### config.mk
export PLATFORM = sky130hd
export DESIGN_NAME = spike_rate_decoder_flat
export DESIGN_NICKNAME = d
export VERILOG_FILES = /design/src/rtl/spike_rate_decoder_if.sv /design/src/rtl/spike_rate_decoder.sv /design/src/flat_wrapper.sv
export SDC_FILE = /design/constraint.sdc
export NUM_CORES = 2
export LEC_CHECK = 0
export CAP_MARGIN = 20
export CORE_ASPECT_RATIO = 0.9
export CORE_MARGIN = 1.5
export CORE_UTILIZATION = 58
export DETAILED_ROUTE_END_ITERATION = 8
export PLACE_DENSITY = 0.72
export SLEW_MARGIN = 20
export SYNTH_ARGS = -nofsm -noshare
export SYNTH_HDL_FRONTEND = slang
export SYNTH_SLANG_ARGS = --single-unit
### constraint.sdc
create_clock -name clk -period 49.1 [get_ports clk]
set_clock_uncertainty 0.1 [all_clocks]
set_input_delay 12.275 -clock clk [delete_from_list [all_inputs] [get_ports clk]]
set_output_delay 12.275 -clock clk [all_outputs]
set_load 0.01 [all_outputs]
### src/rtl/spike_rate_decoder_if.sv
// Word-addressed register bus shared by the spike encoder and decoder.
// The host drives address/write side as master; the decoder returns registered read data.
interface spike_rate_decoder_if #(
    parameter int ADDR_WIDTH = 32,
    parameter int DATA_WIDTH = 32
);
    logic [ADDR_WIDTH-1:0] mem_addr;
    logic                  mem_wen;
    logic [DATA_WIDTH-1:0] mem_data_in;
    logic [DATA_WIDTH-1:0] mem_data_out;

    modport master (
        output mem_addr,
        output mem_wen,
        output mem_data_in,
        input  mem_data_out
    );

    modport slave (
        input  mem_addr,
        input  mem_wen,
        input  mem_data_in,
        output mem_data_out
    );
endinterface

### src/rtl/spike_rate_decoder.sv
// Spike rate decoder: counts spikes per channel over a window of qualified samples
// and latches the per-channel counts for the host to read over the mem_* bus.
//
// state | meaning
// IDLE  | waiting for a start with a non-zero window
// COUNT | accumulating qualified samples into the working counters
module spike_rate_decoder #(
    parameter int NUM_SPIKES  = 32,
    parameter int ADDR_WIDTH  = 32,
    parameter int DATA_WIDTH  = 32,
    parameter int COUNT_WIDTH = 16
) (
    input  logic                  clk,
    input  logic                  rst,
    spike_rate_decoder_if.slave   bus,
    input  logic [NUM_SPIKES-1:0] spikes,
    input  logic                  spike_valid,
    output logic                  busy,
    output logic                  window_done
);

    localparam logic [COUNT_WIDTH-1:0] CNT_MAX = '1;

    typedef enum logic {IDLE, COUNT} state_t;

    state_t state, state_nxt;

    logic [COUNT_WIDTH-1:0] window_reg;
    logic [COUNT_WIDTH-1:0] remaining;
    logic                   cont_reg;
    logic                   done_reg;
    logic [COUNT_WIDTH-1:0] work_cnt [NUM_SPIKES];
    logic [COUNT_WIDTH-1:0] result   [NUM_SPIKES];
    logic [DATA_WIDTH-1:0]  rd_data;

    logic ctrl_wr, win_wr, stat_wr;
    logic start_ok, abort_cnt, win_end;
    logic unused_ok;

    assign unused_ok = ^bus.mem_data_in;

    function automatic logic [COUNT_WIDTH-1:0] sat_inc(input logic [COUNT_WIDTH-1:0] v,
                                                       input logic                   hit);
        return (hit && v != CNT_MAX) ? v + COUNT_WIDTH'(1) : v;
    endfunction

    assign ctrl_wr = bus.mem_wen && (bus.mem_addr == ADDR_WIDTH'(0));
    assign win_wr  = bus.mem_wen && (bus.mem_addr == ADDR_WIDTH'(1));
    assign stat_wr = bus.mem_wen && (bus.mem_addr == ADDR_WIDTH'(2));

    // Abort outranks start within the same CTRL write.
    assign start_ok  = (state == IDLE) && ctrl_wr && bus.mem_data_in[0] && !bus.mem_data_in[2]
                       && (window_reg != '0);
    assign abort_cnt = (state == COUNT) && ctrl_wr && bus.mem_data_in[2];
    // remaining is a down-counter; terminal count 1 means this sample closes the window.
    assign win_end   = (state == COUNT) && spike_valid && (remaining == COUNT_WIDTH'(1));

    always_ff @(posedge clk or posedge rst) begin
        if (rst) state <= IDLE;
        else     state <= state_nxt;
    end

    always_comb begin
        state_nxt = state;
        case (state)
            IDLE:    if (start_ok) state_nxt = COUNT;
            COUNT:   if (abort_cnt || (win_end && !cont_reg)) state_nxt = IDLE;
            default: state_nxt = IDLE;
        endcase
    end

    always_comb begin
        busy = (state == COUNT);
    end

    always_ff @(posedge clk or posedge rst) begin
        if (rst) begin
            window_reg  <= '0;
            cont_reg    <= 1'b0;
            done_reg    <= 1'b0;
            remaining   <= '0;
            window_done <= 1'b0;
        end else begin
            if (win_wr && state == IDLE) window_reg <= bus.mem_data_in[COUNT_WIDTH-1:0];
            if (ctrl_wr)                 cont_reg   <= bus.mem_data_in[1];

            if (win_end)                                done_reg <= 1'b1;
            else if (stat_wr && bus.mem_data_in[1])     done_reg <= 1'b0;

            window_done <= win_end;

            if (abort_cnt)                             remaining <= '0;
            else if (start_ok || win_end)              remaining <= window_reg;
            else if (state == COUNT && spike_valid)    remaining <= remaining - COUNT_WIDTH'(1);
        end
    end

    always_ff @(posedge clk or posedge rst) begin
        if (rst) begin
            for (int i = 0; i < NUM_SPIKES; i++) begin
                work_cnt[i] <= '0;
                result[i]   <= '0;
            end
        end else begin
            for (int i = 0; i < NUM_SPIKES; i++) begin
                if (win_end) result[i] <= sat_inc(work_cnt[i], spikes[i]);

                if (start_ok || win_end || abort_cnt)
                    work_cnt[i] <= '0;
                else if (state == COUNT && spike_valid)
                    work_cnt[i] <= sat_inc(work_cnt[i], spikes[i]);
            end
        end
    end

    always_comb begin
        rd_data = '0;
        if (bus.mem_addr == ADDR_WIDTH'(1)) begin
            rd_data[COUNT_WIDTH-1:0] = window_reg;
        end else if (bus.mem_addr == ADDR_WIDTH'(2)) begin
            rd_data[0] = busy;
            rd_data[1] = done_reg;
        end else begin
            for (int i = 0; i < NUM_SPIKES; i++)
                if (bus.mem_addr == ADDR_WIDTH'(4 + i)) rd_data[COUNT_WIDTH-1:0] = result[i];
        end
    end

    always_ff @(posedge clk or posedge rst) begin
        if (rst) bus.mem_data_out <= '0;
        else     bus.mem_data_out <= rd_data;
    end

endmodule

### src/flat_wrapper.sv
// flat-port wrapper written by rule: the top's interface ports become plain ports
module spike_rate_decoder_flat 
#(
    parameter int NUM_SPIKES  = 32,
    parameter int ADDR_WIDTH  = 32,
    parameter int DATA_WIDTH  = 32,
    parameter int COUNT_WIDTH = 16
)
  (clk, rst, spikes, spike_valid, busy, window_done, bus_mem_addr, bus_mem_wen, bus_mem_data_in, bus_mem_data_out);
  spike_rate_decoder_if #(.ADDR_WIDTH(ADDR_WIDTH), .DATA_WIDTH(DATA_WIDTH)) bus_i ();
  input  logic clk;
  input  logic rst;
  input  logic [NUM_SPIKES-1:0] spikes;
  input  logic spike_valid;
  output logic busy;
  output logic window_done;
  input wire logic [$bits(bus_i.mem_addr)-1:0] bus_mem_addr;
  input wire logic [$bits(bus_i.mem_wen)-1:0] bus_mem_wen;
  input wire logic [$bits(bus_i.mem_data_in)-1:0] bus_mem_data_in;
  output wire logic [$bits(bus_i.mem_data_out)-1:0] bus_mem_data_out;
  assign bus_i.mem_addr = bus_mem_addr;
  assign bus_i.mem_wen = bus_mem_wen;
  assign bus_i.mem_data_in = bus_mem_data_in;
  assign bus_mem_data_out = bus_i.mem_data_out;
  spike_rate_decoder #(.NUM_SPIKES(NUM_SPIKES), .ADDR_WIDTH(ADDR_WIDTH), .DATA_WIDTH(DATA_WIDTH), .COUNT_WIDTH(COUNT_WIDTH)) u_core (.clk(clk), .rst(rst), .bus(bus_i), .spikes(spikes), .spike_valid(spike_valid), .busy(busy), .window_done(window_done));
endmodule
======== Word-level counts from Yosys, hierarchy flattened ========
Index checks and enable logic that the tools add are counted.
storage, ports and cells
  output and inout port bits .............. 34
  register bits after elaboration ......... 1,076
  word-level logic and storage cells ...... 367
  input port bits ......................... 100
operators by class
  reduce and logical (&&, ||, !) cells .... 56
  bitwise logic cells ..................... 1
  mux-type cells .......................... 139
  add/sub/neg operators ................... 33
  equality and inequality tests ........... 67
operators with widths
  cell                     count
  $mux W16                 132
  $add A16 B1 Y16 const B  32
  $eq A32 B5 Y1 const B    16
  $ne A16 B16 Y1 const B   32
  $eq A32 B4 Y1 const B    8
  $eq A32 B3 Y1 const B    4
  $eq A32 B6 Y1 const B    4
  $logic_and A1 B1 Y1      46
  $eq A32 B1 Y1 const B    1
  $eq A32 B2 Y1 const B    1
  $logic_not A32 Y1        1
  $eq A16 B1 Y1 const B    1
  $reduce_bool A16 Y1      1
  $sub A16 B1 Y16 const B  1
  $mux W14                 1
  $mux W1                  4
  $reduce_bool A2 Y1       2
  $logic_or A1 B1 Y1       3
  $reduce_bool A3 Y1       1
  $logic_not A1 Y1         2
  $mux W2                  1
  $pmux W1 S2              1
  $not A1 Y1               1

======== Longest topological paths before layout ========
  depth after elaboration ................. 35
  mapped depth ............................ 13
  gate-level depth less buffers ........... 11

======== Worst setup path before layout ========
No wires, ideal clock.
  kind .................................... input to register
  start point ............................. input bus_mem_addr[0]
  end point ............................... register u_core.bus.mem_data_out[4]
  slack ................................... 34.494 ns
  library setup time ...................... 0.128 ns
  buffers on the path ..................... 4
  required time ........................... 48.872 ns
  arrival time ............................ 14.378 ns
  cell stages on the path ................. 10
  path through ............................ buf_2 -> buf_2 -> buf_1 -> clkbuf_1 -> mux2_2 -> a32oi_1 -> nand4_1 -> or3_1 -> o211ai_1 -> nand2_1
between the ends
  longest elaborated chain between the ends .. 35
  elaborated cells between the ends (all ways) .. 68
  those cells by class .................... eq/ne (34); mux (34)
ends and longest elaborated chain
  element                 RTL line                     text
  start: declaration      flat_wrapper.sv:17           input wire logic [$bits(bus_i.mem_addr)-1:0] bus_mem_addr;
  $eq A32 B3 Y1           spike_rate_decoder.sv:125    if (bus.mem_addr == ADDR_WIDTH'(4 + i)) rd_data[COUNT_WIDTH-1:0] = result[i];
  $mux W16 (32 in a row)  spike_rate_decoder.sv:125
  $mux W14                spike_rate_decoder.sv:120    end else if (bus.mem_addr == ADDR_WIDTH'(2)) begin
  $mux W16 (*)            spike_rate_decoder.sv:118    if (bus.mem_addr == ADDR_WIDTH'(1)) begin
  net u_core.rd_data[4]   spike_rate_decoder.sv:34     logic [DATA_WIDTH-1:0] rd_data;
  end signal: assignment  spike_rate_decoder.sv:131    else bus.mem_data_out <= rd_data;
  end: declaration        spike_rate_decoder_if.sv:23  output mem_data_out
Mark *: on every way through the listed nets, which the timed path passes. The rest lies on a longest branch.
A chain may end at the register's enable or synchronous reset.

======== Final worst setup path ========
  start point ............................. input spike_valid
  end point ............................... register u_core.work_cnt[303] (netlist name)
between the ends
  longest elaborated chain between the ends .. 5
  elaborated cells between the ends (all ways) .. 6
  those cells by class .................... mux (1); reduce/logical (5)
ends and longest elaborated chain
  element                                         RTL line                   text
  start: declaration                              flat_wrapper.sv:14         input logic spike_valid;
  $logic_and A1 B1 Y1 (*) (2 in a row)            spike_rate_decoder.sv:56   assign win_end = (state == COUNT) && spike_valid && (remaining == COUNT_WIDTH'(1));
  net u_core.win_end                              spike_rate_decoder.sv:37   logic start_ok, abort_cnt, win_end;
  $logic_or A1 B1 Y1 (*) (2 in a row)             spike_rate_decoder.sv:108  if (start_ok || win_end || abort_cnt)
  $mux W16 or $reduce_bool A2 Y1 (tied branches)  -
  end signal: indexed assignment                  spike_rate_decoder.sv:111  work_cnt[i] <= sat_inc(work_cnt[i], spikes[i]);
  end: declaration                                spike_rate_decoder.sv:32   logic [COUNT_WIDTH-1:0] work_cnt [NUM_SPIKES];
Marks and branches as above.

==> flow_metrics.py <==
metrics = {
    "clocking": {
        "ctsHtreeMaxLevel": 3,
        "numCtsBuffers": 115,
        "cts_resized": 0,
        "cts.path.max_buffers": 3,
        "cts.clk_slew.worst_paths_ns": 0.06,
        "cts_tree": "built",
        "cts_hold_buf": 0,
        "cts.sinks": 1076,
        "cts_root_buf": "clkbuf_16",
        "post-cts-setup-buffers": 0,
        "clkLatencyLatePin_ns": 0.71,
    },
    "yosys": {
        "ys_seq_area_share_pct": 47.62,
        "netlist.area_leader.share_pct": 47.62,
        "yosysMostFrequentCell": "dfrtp_1",
        "synth_area_per_cell_um2": 8.936,
        "synth-seq-cells": 1076,
        "synth_top_cells_by_count": "1,076 x dfrtp_1, 970 x nand2_1, 724 x o21ai_0",
        "syn_area_um2": 56550,
        "ys_types": 83,
        "async_reset_ff_share_pct": 100.0,
        "yosys.area.top_type": "dfrtp_1",
        "synth_edf_count": 0,
        "synthCells": 6328,
        "yosys_warnings": 0,
        "synth.area.top_cells": "dfrtp_1 48%, xnor2_1 6.5%, nand2_1 6.4%",
        "synth_ff_type": "dfrtp_1",
    },
    "place": {
        "place_ws_ns": 30.61,
        "gp_congestion": 0.9830,
        "io_buffers": 101,
        "hpwl_mm": 117.9,
    },
    "timing": {
        "finalCriticalPeriod_ns": 17.83,
        "hold_viol": 0,
        "rsz0062_at_grt": "no",
        "final_max_slew_viol_count": 0,
        "tightestPinTransition_ns": 1.161,
        "fin_crit_sh_pct": 36.31,
        "fin_setup_tns_ns": 0,
        "fin_ws_ns": 31.27,
        "slew_headroom_pct": 21.98,
        "fmax_mhz": 56.09,
        "final-setup-viol-count": 0,
    },
    "run_status": {
        "outcome": "complete, no violations",
    },
    "global_route": {
        "grt_pass1_wl_mm": 259.8,
        "track_usage_pct": 33.80,
        "grt_pass1_vias": 43260,
        "gr-total-overflow": 0,
        "antenna_found_initial": 6,
        "grt_max_degree": 279,
    },
    "drt": {
        "postRouteAntennaNets": 0,
        "drt_pass1_iterations": 8,
        "route.detailed.drc": 0,
        "wirelength_mm": 168.9,
        "via_per_inst": 6.166,
        "drt_iter0_drc": 5389,
        "via_count": 46950,
        "routedWlPerCell_um": 22.18,
    },
    "power": {
        "p_per_area_nw_per_um2": 30.11,
        "leakagePower_nw": 25.44,
        "peakVddDrop_mv": 0.02670,
        "report.power.total_mw": 1.875,
    },
    "layout": {
        "area_growth_pct": 10.10,
        "drive_above_1_share_pct": 5.733,
        "utilization_pct": 64.53,
        "nets": 6388,
        "reg_top3": "u_core.result: 512 flops, u_core.work_cnt: 512 flops",
        "antennaDiodeCount": 0,
    },
    "critical_path": {
        "crit_buf_inv": 5,
        "crit_required_ns": 49.54,
        "cpPeakStageDelay_ns": 0.83,
        "crit_chain": "clkdlybuf4s50_1 -> nand2_4 -> or3_1 -> nor3_1 -> nand3_4 -> clkinv_1 -> a41oi_2 -> buf_4 -> nand2b_4 -> buf_4 -> buf_4 -> nor2_1",
        "cp.arrival_ns": 18.27,
        "reg2reg_to": "u_core.work_cnt[303]",
        "critPathCaptureType": "flop",
        "r2r_cells": 11,
        "critPathLaunchType": "input port",
        "critPathMaxFanout": 83,
        "path_common_cell": "buf_4",
        "critPathKind": "in2reg",
        "cpMaxStageDelayCell": "buf_4",
        "path_delay_family": "buffers and inverters",
        "rrSetupSlack_ns": 42.72,
        "timing.rr.start": "u_core.busy",
    },
    "die": {
        "core_area_um2": 96480,
        "die_w_um": 332.1,
        "die_h_um": 299.2,
        "initial_core_util_pct": 58.61,
        "rows": 108,
        "io_pins": 134,
        "die_area_um2": 99380,
    },
    "min_path": {
        "whs_path_depth": 2,
        "whs_endpoint": "u_core.result[449]",
        "min-delay-start": "u_core.result[449]",
        "hp-class": "reg2reg",
    },
    "run": {
        "maxCapViolations": 0,
    },
}
==> layer usage <==
metal | up-vias | wire (µm) | track usage (%) | part of all wire (%)
li1 | 21640 | - | - | -
met1 | 22980 | 71970 | 48.53 | 43
met2 | 1940 | 72670 | 49.35 | 43
met3 | 370 | 16690 | 8.248 | 9.9
met4 | 10 | 7506 | 13.50 | 4.4
met5 | - | 68 | 0 | 0.040
==> tightest hold or removal path: stages, from the launching register on <==
cell and delay (ns):
dfrtp_1 0.34, nand2_1 0.05, o21ai_0 0.06
==> cell families (layout without fill, tap and decap cells) <==
group	Yosys count	count (layout)	synth area share, %
adder cells (fa/ha/maj)	34	34	0.7523
AND/OR/NAND/NOR	2643	2643	21.28
XOR/XNOR	819	819	12.69
multiplexers	68	68	1.339
other	1	16	0.006632
buffers and inverters	421	427	3.337
AO/OA/AOI/OAI	1266	1266	12.99
flip-flops	1076	1076	47.62
==> cells in the final DEF, fill, tap and decap left out, types with 130 or more instances in the layout <==
cell type,n
a21oi_1,238
dfrtp_1,1076
nand2_1,969
nand3_1,293
nand4_1,130
nor2_1,691
nor3_1,140
o21ai_0,724
or3_1,180
xnor2_1,421
xor2_1,398
==> through the flow <==
stage,cells,cell area (µm²),hold slack [ns]
2_1_floorplan,6343,56600,0.3414
3_3_place_gp,7401,58120,0.3560
3_5_place_dp,7401,58120,0.3649
4_1_cts,7613,62220,0.3788
5_1_grt,7614,62260,0.4015
6_report,7614,62260,0.3768
==> power breakdown <==
| group | leakage, nW | switching (mW) | internal [mW] |
|---|---|---|---|
| Sequential | 15.0 | 0.000000000247 | 0.887 |
| Clock | 2.00 | 0.374 | 0.567 |
| Combinational | 8.45 | 0.0351 | 0.0116 |
| Total | 25.4 | 0.409 | 1.47 |
==> layout make-up <==
cell class | count | area, µm²
fill | 7926 | 34230
sequential | 1076 | 26930
clock inverter | 53 | 755.7
clock buffer | 159 | 3336
multi-input combinational | 4846 | 27860
timing repair buffer | 184 | 1669
tap | 1265 | 1583
inverter | 31 | 123.9
==> worst max-delay path by stage <==
stage,cells past startpoint,slack (ns),endpoint,start
finish,12,31.27,u_core.work_cnt[303],spike_valid
detailed placement,12,30.61,u_core.work_cnt[255],spike_valid
CTS,12,31.36,u_core.work_cnt[255],spike_valid
global placement,12,30.65,u_core.work_cnt[240],spike_valid
floorplan,1,6.43,u_core.bus.mem_data_out[0],rst
global route,12,30.89,u_core.work_cnt[277],spike_valid
(Power assumes the default switching activity.)
